**src/rtl/tinymem_arbiter_pkg.sv**
```systemverilog
// -----------------------------------------------------------------------------
// tinymem_arbiter_pkg
// Shared types for the two-requester memory arbiter:
//   arb_state_t - arbiter FSM state (idle / downstream request / wait response)
//   mem_req_t   - one memory request (address, write flag, data, strobes)
//   pick_m1     - 2-way round-robin pick between fetch (m0) and data (m1)
// -----------------------------------------------------------------------------
package tinymem_arbiter_pkg;

    localparam int MEM_ADDR_W = 32;
    localparam int MEM_DATA_W = 32;

    typedef enum logic [1:0] {
        ARB_IDLE = 2'd0,
        ARB_REQ  = 2'd1,
        ARB_RESP = 2'd2
    } arb_state_t;

    typedef struct packed {
        logic [MEM_ADDR_W-1:0]   addr;
        logic                    wr;
        logic [MEM_DATA_W-1:0]   wdata;
        logic [MEM_DATA_W/8-1:0] wstrb;
    } mem_req_t;

    // m1 wins when it is the only requester, or on a tie when m0 had the
    // previous grant (last == 0). Otherwise m0 wins.
    function automatic logic pick_m1(input logic v0, input logic v1, input logic last);
        return v1 & (~v0 | ~last);
    endfunction

endpackage

```
**src/rtl/tinymem_arbiter_if.sv**
```systemverilog
// -----------------------------------------------------------------------------
// tinymem_arbiter_if
// Simple valid/ready request bus with a single-pulse response.
// Used for both requester ports (arbiter is the slave) and the downstream
// memory port (arbiter is the master).
//   valid/addr/wr/wdata/wstrb : request, driven by the master
//   ready                     : request accepted this cycle, driven by the slave
//   rvalid/rdata/err          : response pulse, read data, timeout error
// -----------------------------------------------------------------------------
interface tinymem_arbiter_if
    import tinymem_arbiter_pkg::*;
#(
    parameter int ADDR_W = MEM_ADDR_W,
    parameter int DATA_W = MEM_DATA_W
);

    logic              valid;
    logic [ADDR_W-1:0] addr;
    logic              wr;
    logic [DATA_W-1:0] wdata;
    logic [DATA_W/8-1:0] wstrb;
    logic              ready;
    logic              rvalid;
    logic [DATA_W-1:0] rdata;
    logic              err;

    modport master (
        output valid, addr, wr, wdata, wstrb,
        input  ready, rvalid, rdata, err
    );

    modport slave (
        input  valid, addr, wr, wdata, wstrb,
        output ready, rvalid, rdata, err
    );

endinterface

```
**src/rtl/tinymem_arbiter.sv**
```systemverilog
// -----------------------------------------------------------------------------
// tinymem_arbiter
// Shares one downstream memory port between instruction fetch (m0) and data
// access (m1). Round-robin on ties, one transaction in flight at a time,
// response routed back to the granted requester, and a watchdog that
// completes a stuck transaction with err=1.
// Ports:
//   clk_i    - clock
//   reset_i  - asynchronous active-low reset
//   m0, m1   - requester ports (slave side of tinymem_arbiter_if)
//   s        - downstream memory port (master side of tinymem_arbiter_if)
// Parameters:
//   ADDR_W, DATA_W - bus widths (must match the package request struct)
//   TIMEOUT        - cycles allowed in REQ+RESP before error completion,
//                    0 disables the watchdog
// -----------------------------------------------------------------------------
module tinymem_arbiter
    import tinymem_arbiter_pkg::*;
#(
    parameter int ADDR_W  = MEM_ADDR_W,
    parameter int DATA_W  = MEM_DATA_W,
    parameter int TIMEOUT = 256
) (
    input  logic               clk_i,
    input  logic               reset_i,
    tinymem_arbiter_if.slave   m0,
    tinymem_arbiter_if.slave   m1,
    tinymem_arbiter_if.master  s
);

    // The latched request is held in the package struct, so the bus widths
    // must agree with it.
    if (ADDR_W != MEM_ADDR_W || DATA_W != MEM_DATA_W) begin : g_width_check
        $error("tinymem_arbiter: ADDR_W/DATA_W must match tinymem_arbiter_pkg");
    end

    localparam int CNT_W = (TIMEOUT > 0) ? $clog2(TIMEOUT + 1) : 1;
    localparam logic [CNT_W-1:0] CNT_LAST = CNT_W'((TIMEOUT > 0) ? TIMEOUT - 1 : 0);

    arb_state_t       state_q;
    logic             grant_q;   // 0 = m0, 1 = m1 owns the in-flight transaction
    logic             last_q;    // previous grant, drives the tie-break
    logic [CNT_W-1:0] wait_cnt;
    mem_req_t         req_q;

    mem_req_t m0_req;
    mem_req_t m1_req;
    logic     sel_m1;
    logic     capture;
    logic     done_ok;
    logic     timeout;
    logic     finish;

    assign m0_req = '{addr: m0.addr, wr: m0.wr, wdata: m0.wdata, wstrb: m0.wstrb};
    assign m1_req = '{addr: m1.addr, wr: m1.wr, wdata: m1.wdata, wstrb: m1.wstrb};

    assign sel_m1 = pick_m1(m0.valid, m1.valid, last_q);

    // Gated with reset_i so ready stays low while reset is held even though
    // the state register already reads IDLE.
    assign capture = reset_i && (state_q == ARB_IDLE) && (m0.valid || m1.valid);

    assign done_ok = (state_q == ARB_RESP) && s.rvalid;

    // A response arriving in the last allowed cycle wins over the timeout.
    assign timeout = (TIMEOUT > 0) && (state_q != ARB_IDLE) &&
                     (wait_cnt == CNT_LAST) && !done_ok;

    assign finish = done_ok || timeout;

    // NOTE: sequential state uses non-blocking assignments only, so every
    // register samples the pre-edge values of the others.
    always_ff @(posedge clk_i or negedge reset_i) begin
        if (!reset_i) begin
            state_q  <= ARB_IDLE;
            grant_q  <= 1'b0;
            last_q   <= 1'b1;
            wait_cnt <= '0;
            // NOTE: the latched request drives the downstream outputs
            // directly, so it is reset to keep them at zero out of reset.
            req_q    <= '0;
        end else begin
            case (state_q)
                ARB_IDLE: begin
                    if (capture) begin
                        req_q    <= sel_m1 ? m1_req : m0_req;
                        grant_q  <= sel_m1;
                        last_q   <= sel_m1;
                        wait_cnt <= '0;
                        state_q  <= ARB_REQ;
                    end
                end
                ARB_REQ: begin
                    if (TIMEOUT > 0) wait_cnt <= wait_cnt + CNT_W'(1);
                    if (timeout)      state_q <= ARB_IDLE;
                    else if (s.ready) state_q <= ARB_RESP;
                end
                ARB_RESP: begin
                    if (TIMEOUT > 0) wait_cnt <= wait_cnt + CNT_W'(1);
                    if (finish) state_q <= ARB_IDLE;
                end
                default: state_q <= ARB_IDLE;
            endcase
        end
    end

    // Downstream request: withdrawn in the cycle the watchdog fires.
    assign s.valid = (state_q == ARB_REQ) && !timeout;
    assign s.addr  = req_q.addr;
    assign s.wr    = req_q.wr;
    assign s.wdata = req_q.wdata;
    assign s.wstrb = req_q.wstrb;

    // Requester side: ready only to the granted port, response only to the
    // port that owns the transaction, data/err qualified by the response.
    assign m0.ready  = capture && !sel_m1;
    assign m1.ready  = capture &&  sel_m1;

    assign m0.rvalid = finish && !grant_q;
    assign m1.rvalid = finish &&  grant_q;

    assign m0.rdata  = (done_ok && !grant_q) ? s.rdata : '0;
    assign m1.rdata  = (done_ok &&  grant_q) ? s.rdata : '0;

    assign m0.err    = timeout && !grant_q;
    assign m1.err    = timeout &&  grant_q;

endmodule

```
**src/flat_wrapper.sv**
```systemverilog
// flat-port wrapper written by rule: the top's interface ports become plain ports
module tinymem_arbiter_flat import tinymem_arbiter_pkg::*;
#(
    parameter int ADDR_W  = MEM_ADDR_W,
    parameter int DATA_W  = MEM_DATA_W,
    parameter int TIMEOUT = 256
)
  (clk_i, reset_i, m0_valid, m0_addr, m0_wr, m0_wdata, m0_wstrb, m0_ready, m0_rvalid, m0_rdata, m0_err, m1_valid, m1_addr, m1_wr, m1_wdata, m1_wstrb, m1_ready, m1_rvalid, m1_rdata, m1_err, s_valid, s_addr, s_wr, s_wdata, s_wstrb, s_ready, s_rvalid, s_rdata, s_err);
  tinymem_arbiter_if #(.ADDR_W(ADDR_W), .DATA_W(DATA_W)) m0_i ();
  tinymem_arbiter_if #(.ADDR_W(ADDR_W), .DATA_W(DATA_W)) m1_i ();
  tinymem_arbiter_if #(.ADDR_W(ADDR_W), .DATA_W(DATA_W)) s_i ();
  input  logic clk_i;
  input  logic reset_i;
  input wire logic [$bits(m0_i.valid)-1:0] m0_valid;
  input wire logic [$bits(m0_i.addr)-1:0] m0_addr;
  input wire logic [$bits(m0_i.wr)-1:0] m0_wr;
  input wire logic [$bits(m0_i.wdata)-1:0] m0_wdata;
  input wire logic [$bits(m0_i.wstrb)-1:0] m0_wstrb;
  output wire logic [$bits(m0_i.ready)-1:0] m0_ready;
  output wire logic [$bits(m0_i.rvalid)-1:0] m0_rvalid;
  output wire logic [$bits(m0_i.rdata)-1:0] m0_rdata;
  output wire logic [$bits(m0_i.err)-1:0] m0_err;
  input wire logic [$bits(m1_i.valid)-1:0] m1_valid;
  input wire logic [$bits(m1_i.addr)-1:0] m1_addr;
  input wire logic [$bits(m1_i.wr)-1:0] m1_wr;
  input wire logic [$bits(m1_i.wdata)-1:0] m1_wdata;
  input wire logic [$bits(m1_i.wstrb)-1:0] m1_wstrb;
  output wire logic [$bits(m1_i.ready)-1:0] m1_ready;
  output wire logic [$bits(m1_i.rvalid)-1:0] m1_rvalid;
  output wire logic [$bits(m1_i.rdata)-1:0] m1_rdata;
  output wire logic [$bits(m1_i.err)-1:0] m1_err;
  output wire logic [$bits(s_i.valid)-1:0] s_valid;
  output wire logic [$bits(s_i.addr)-1:0] s_addr;
  output wire logic [$bits(s_i.wr)-1:0] s_wr;
  output wire logic [$bits(s_i.wdata)-1:0] s_wdata;
  output wire logic [$bits(s_i.wstrb)-1:0] s_wstrb;
  input wire logic [$bits(s_i.ready)-1:0] s_ready;
  input wire logic [$bits(s_i.rvalid)-1:0] s_rvalid;
  input wire logic [$bits(s_i.rdata)-1:0] s_rdata;
  input wire logic [$bits(s_i.err)-1:0] s_err;
  assign m0_i.valid = m0_valid;
  assign m0_i.addr = m0_addr;
  assign m0_i.wr = m0_wr;
  assign m0_i.wdata = m0_wdata;
  assign m0_i.wstrb = m0_wstrb;
  assign m0_ready = m0_i.ready;
  assign m0_rvalid = m0_i.rvalid;
  assign m0_rdata = m0_i.rdata;
  assign m0_err = m0_i.err;
  assign m1_i.valid = m1_valid;
  assign m1_i.addr = m1_addr;
  assign m1_i.wr = m1_wr;
  assign m1_i.wdata = m1_wdata;
  assign m1_i.wstrb = m1_wstrb;
  assign m1_ready = m1_i.ready;
  assign m1_rvalid = m1_i.rvalid;
  assign m1_rdata = m1_i.rdata;
  assign m1_err = m1_i.err;
  assign s_valid = s_i.valid;
  assign s_addr = s_i.addr;
  assign s_wr = s_i.wr;
  assign s_wdata = s_i.wdata;
  assign s_wstrb = s_i.wstrb;
  assign s_i.ready = s_ready;
  assign s_i.rvalid = s_rvalid;
  assign s_i.rdata = s_rdata;
  assign s_i.err = s_err;
  tinymem_arbiter #(.ADDR_W(ADDR_W), .DATA_W(DATA_W), .TIMEOUT(TIMEOUT)) u_core (.clk_i(clk_i), .reset_i(reset_i), .m0(m0_i), .m1(m1_i), .s(s_i));
endmodule
```
**config.mk**
```make
export PLATFORM = sky130hd
export DESIGN_NAME = tinymem_arbiter_flat
export DESIGN_NICKNAME = d
export VERILOG_FILES = /design/src/rtl/tinymem_arbiter_pkg.sv /design/src/rtl/tinymem_arbiter_if.sv /design/src/rtl/tinymem_arbiter.sv /design/src/flat_wrapper.sv
export SDC_FILE = /design/constraint.sdc
export NUM_CORES = 1
export LEC_CHECK = 0
export ABC_AREA = 1
export CORE_AREA = 2 2 125 127
export CTS_BUF_LIST = sky130_fd_sc_hd__clkbuf_4 sky130_fd_sc_hd__clkbuf_8
export DETAILED_ROUTE_END_ITERATION = 8
export DIE_AREA = 0 0 127 129
export PLACE_DENSITY = 0.68
export SLEW_MARGIN = 0
export SYNTH_ARGS = -nofsm -noshare
export SYNTH_HDL_FRONTEND = slang
export SYNTH_SLANG_ARGS = --single-unit
```
**constraint.sdc**
```tcl
create_clock -name clk_i -period 1.7 [get_ports clk_i]
set_input_delay 0.34 -clock clk_i [delete_from_list [all_inputs] [get_ports clk_i]]
set_output_delay 0.34 -clock clk_i [all_outputs]
set_load 0.005 [all_outputs]
```
# Word level (Yosys, flattened, before mapping)
# Cells that the tools add are included.
[op_classes]
reduce_logical = 27
add_sub_neg = 1
eq_ne = 6
bitwise_logic = 4
muxes = 10
[ops]
columns = ["operator", "n"]
rows = [
  ["$mux 69", 1],
  ["$mux 32", 2],
  ["$pmux 9 s2", 1],
  ["$logic_and 1x1->1", 14],
  ["$add 9x1->9 const B", 1],
  ["$eq 9x8->1 const B", 1],
  ["$mux 9", 1],
  ["$mux 2", 4],
  ["$pmux 2 s3", 1],
  ["$logic_not 1->1", 4],
  ["$ne 2x1->1 const B", 2],
  ["$reduce_and 2->1", 2],
  ["$reduce_bool 2->1", 2],
  ["$ne 3x2->1 const B", 1],
  ["$reduce_and 3->1", 1],
  ["$eq 2x1->1 const B", 1],
  ["$eq 2x2->1 const B", 1],
  ["$logic_not 2->1", 1],
  ["$logic_or 1x1->1", 2],
  ["$not 1->1", 2],
  ["$reduce_or 2->1", 1],
  ["$and 1x1->1", 1],
  ["$or 1x1->1", 1],
]
[word_totals]
word_cells = 56
inputBits = 177
reg_bits = 82
out_inout_bits = 140

# Longest topological paths before layout
[depth]
depth_word = 7
ltp_mapped = 11
depth_no_buf = 11

# Least setup slack after synthesis
# No wires, ideal clock.
[synth_path]
kind = "reg2out"
from = "register u_core.wait_cnt[0]"
to = "output port m0_err"
n_path_buf = 0
t_arrival_ns = 1.293
slack_ns = 0.067
t_required_ns = 1.360
stages_incl_launch_ff = 9
cell_sequence = "dfrtp_1 > ha_1 > nand4_1 > nor3_1 > ha_1 > nand2_1 > inv_1 > nand2_1 > nor2_1"
[synth_via]
elab_chain_len = 4
[synth_rtl]
columns = ["element", "line_no", "rtl"]
rows = [
  ["start, declared", "tinymem_arbiter.sv:43", "logic [CNT_W-1:0] wait_cnt;"],
  ["start signal, assigned", "tinymem_arbiter.sv:94", "if (TIMEOUT > 0) wait_cnt <= wait_cnt + CNT_W'(1);"],
  ["start signal, assigned", "tinymem_arbiter.sv:99", "if (TIMEOUT > 0) wait_cnt <= wait_cnt + CNT_W'(1);"],
  ["$eq 9x8->1", "tinymem_arbiter.sv:67", "(wait_cnt == CNT_LAST) && !done_ok;"],
  ["$logic_and 1x1->1", "tinymem_arbiter.sv:66", "assign timeout = (TIMEOUT > 0) && (state_q != ARB_IDLE) &&"],
  ["$logic_and 1x1->1", "tinymem_arbiter.sv:67", ""],
  ["$logic_and 1x1->1", "tinymem_arbiter.sv:125", "assign m0.err = timeout && !grant_q;"],
  ["end, declared", "flat_wrapper.sv:22", "output wire logic [$bits(m0_i.err)-1:0] m0_err;"],
]
# Every way passes these cells.

# Worst setup path in the final report
[layout_path]
from = "register u_core.wait_cnt[0]"
to = "output port s_valid"
[layout_via]
elab_chain_len = 5
[layout_rtl]
columns = ["element", "line_no", "rtl"]
rows = [
  ["$eq 9x8->1", "tinymem_arbiter.sv:67", ""],
  ["$logic_and 1x1->1", "tinymem_arbiter.sv:66", ""],
  ["$logic_and 1x1->1", "tinymem_arbiter.sv:67", ""],
  ["$logic_not 1->1", "tinymem_arbiter.sv:108", "assign s.valid = (state_q == ARB_REQ) && !timeout;"],
  ["$logic_and 1x1->1", "tinymem_arbiter.sv:108", ""],
  ["end, declared", "flat_wrapper.sv:32", "output wire logic [$bits(s_i.valid)-1:0] s_valid;"],
]
# Every way passes these cells.

==> results.ini <==
[run_status]
status = finished with violations
failed_checks = setup timing

[grt]
grt_overflow = 0
antenna_found_initial = 2
grt.busiest_layer = met2
grt_max_degree = 50
grt_pass1_wl_mm = 25.15
met1_usage_pct = 21.04
grt_pass1_vias = 4990
grt_use_total_pct = 19.56
grtUsageMet2_pct = 35.48
use_met3_pct = 6.819

[worst_setup_path]
crit_type = register to output port
r2r_slack_ns = -0.10
crit_buf_inv = 3
worst_ep_required_time_ns = 1.36
startpoint = u_core.wait_cnt[0]
crit_chain = ha_2, nand4_1, nor3_2, ha_2, nand2_4, inv_6, buf_6, a21oi_4, buf_2
cp_slowest_cell = dfrtp_1
crit_top_cell = ha_2
slowest_delay_ns = 0.37
crit_family = adder cells
worst-path-stages = 9
worstPathMaxFanout = 3
reg2regPathDepth = 12
worstPathArrival_ns = 1.80
timing.rr.start = u_core.state_q[0]
reg2reg_to = u_core.wait_cnt[2]
cp-end-kind = output port
start_kind = register

[floorplan]
die_area_mm2 = 0.01638
die_x_um = 127
start_util_pct = 27.93
die_h_um = 129
core_region_area_mm2 = 0.01498
rows = 45
ios = 317

[clocking]
cts_hold_buf = 0
cts_inserted_buffers = 9
cts_tree = built
htree_levels = 3
clk_pin_slew_ns = 0.09
insertion_delay_ns = 0.37
cts-root-buf = clkbuf_8
cts_sinks = 82
cts_buffer_depth = 2

[place]
io_buffers = 315
dp_hpwl_mm = 11.93
place.gp.congestion = 0.8388
place_ws_ns = -0.5560

[yosys]
ys_types = 21
synth_fp_nets = 769
syn_area_mm2 = 0.004183
syn_area_per_cell_um2 = 7.126
synth_seq_cells = 82
ys_seq_area_share_pct = 49.09
synth_xor_area_share_pct = 0
synth_top_family_by_area = simple AND/OR/NAND/NOR gates
synth_cells = 587
synthSimpleGateAreaFrac_pct = 39.64
yosysWarningCount = 0
synth_compound_area_share_pct = 1.436
synth_mux_area_share_pct = 0
synthAdderAreaFrac_pct = 1.496

[timing]
clock-skew-final_ns = 0.01107
fin_crit_ns = 2.144
slew_headroom_pct = 56.38
fmax_mhz = 466.4
setup_viol = 115
finalHoldViolCount = 0
tightest_slew_ns = 0.6543
drv_slew = 0
rsz0062_at_grt = true
period_share_pct = 126.1
fin_ws_ns = -0.4443

[layout]
nNetsFinal = 1143
drive_gt1_share_pct = 32.09
post-route-util_pct = 61.01
fillers = 1271
area_growth_pct = 118.5

[drt]
wl_mm = 18.84
drtAntennaViolNets = 0
drt-initial-drc-count = 142
vias = 5288
drc = 0
wire_per_inst_um = 16.31
firstDrtPassIters = 4
viasPerCell = 4.578

[flow_run]
drv_cap = 0

[pwr]
cellLeakagePower_nw = 4.357
ir_worst_vdd_mv = 0.7721
p_per_area_mw_per_mm2 = 1279

[worst_hold_path]
hp-class = primary input to asynchronous set/reset pin

## placed cells by master (no fill, tap or decap), types with 21 or more instances in the layout
cell type and n:
inv_1 43, nand2_2 32, buf_4 33, clkdlybuf4s50_1 242
nand3_1 55, nand2_1 201, buf_2 66, nor2_4 43
dfrtp_1 81, nand3_2 21
## Yosys cell counts, drive strengths merged
cell type,instances,area [µm²]
dfstp,1,26.28
ha,5,62.56
nand3,77,385.4
o21ai,5,25.02
a21oi,5,28.78
o22ai,1,6.260
or2,1,6.260
nand4,6,37.54
nor2,77,296.5
nor3,2,10.01
clkbuf,1,3.750
buf,29,153.9
dfrtp,81,2027
nand2,245,922.1
inv,51,191.4
## worst reg2reg max path: stages (launching register included)
cell	delay, ns
dfrtp_1	0.41
inv_2	0.10
buf_6	0.11
ha_4	0.13
nand2_2	0.05
inv_2	0.07
nand2_4	0.06
buf_6	0.12
buf_12	0.14
buf_8	0.13
or2_4	0.25
o21ai_2	0.05
nor2_1	0.05
## repair_timing
item | CTS | global route
gates cloned | 2 | 14
endpoints found under the hold margin | 0 | 0
setup endpoints to repair | 92 | 151
buffers inserted | 22 | 11
resized for setup | 315 | 242
pin swaps | 12 | 21
## layout make-up
cell class	count	area [µm²]	share of cell area [%]
timing repair buffer	393	3914	42.83
sequential	82	2053	22.47
multi-input combinational	424	2504	27.40
tap	188	235.2	2.574
inverter	51	207.7	2.273
antenna	1	2.502	0.02739
clock inverter	6	90.09	0.9859
clock buffer	10	131.4	1.438
## per-layer routing
layer | vias up | wire length [µm]
met5 | - | 13
met3 | 24 | 1537
met2 | 220 | 9852
met1 | 2481 | 7076
li1 | 2561 | -
met4 | 2 | 362
## kinds of logic after synthesis
logic type                 count (synthesis)
AOI/OAI and AO/OA                         11
adders and majority gates                  5
buffers and inverters                     81
DFF                                       82
and+or+nand+nor                          408
## worst max path at each step
stage / endpoint
finish: s_valid
global route: m1_rvalid
CTS: m1_rvalid
detailed placement: m1_rdata[2]
global placement: m1_rdata[24]
floorplan: m0_err
## state kept, by name, indices dropped and copies added (netlist names)
signal	cells
u_core.s.wdata	32
u_core.s.addr	32
u_core.wait_cnt	9
u_core.s.wstrb	4
u_core.grant_q	1
u_core.state_q	2
u_core.last_q	1
u_core.s.wr	1
## report_power, final
part           internal (W)  switching (W)  total, W  leakage (nW)
Combinational       0.00377        0.00284   0.00661          3.23
Sequential          0.00284       0.000600   0.00344          1.02
Clock              0.000850       0.000787   0.00164         0.110
## through the flow
stage / hold WS [ns] / cells / total power [W] / TNS, ns / area [µm²]
finish: 0.01805 / 1155 / 0.01169 / -24.16 / 9138
global route: 0.04276 / 1155 / 0.01239 / -32.81 / 9138
CTS: 0.01415 / 1138 / 0.01033 / -25.77 / 8207
detailed placement: 0.4227 / 1101 / 0.008404 / -47.21 / 7756
global placement: 0.4200 / 1101 / 0.008380 / -43.93 / 7756
floorplan: 0.04441 / 587 / 0.005206 / 0 / 4183
(Power assumes the default switching activity.)
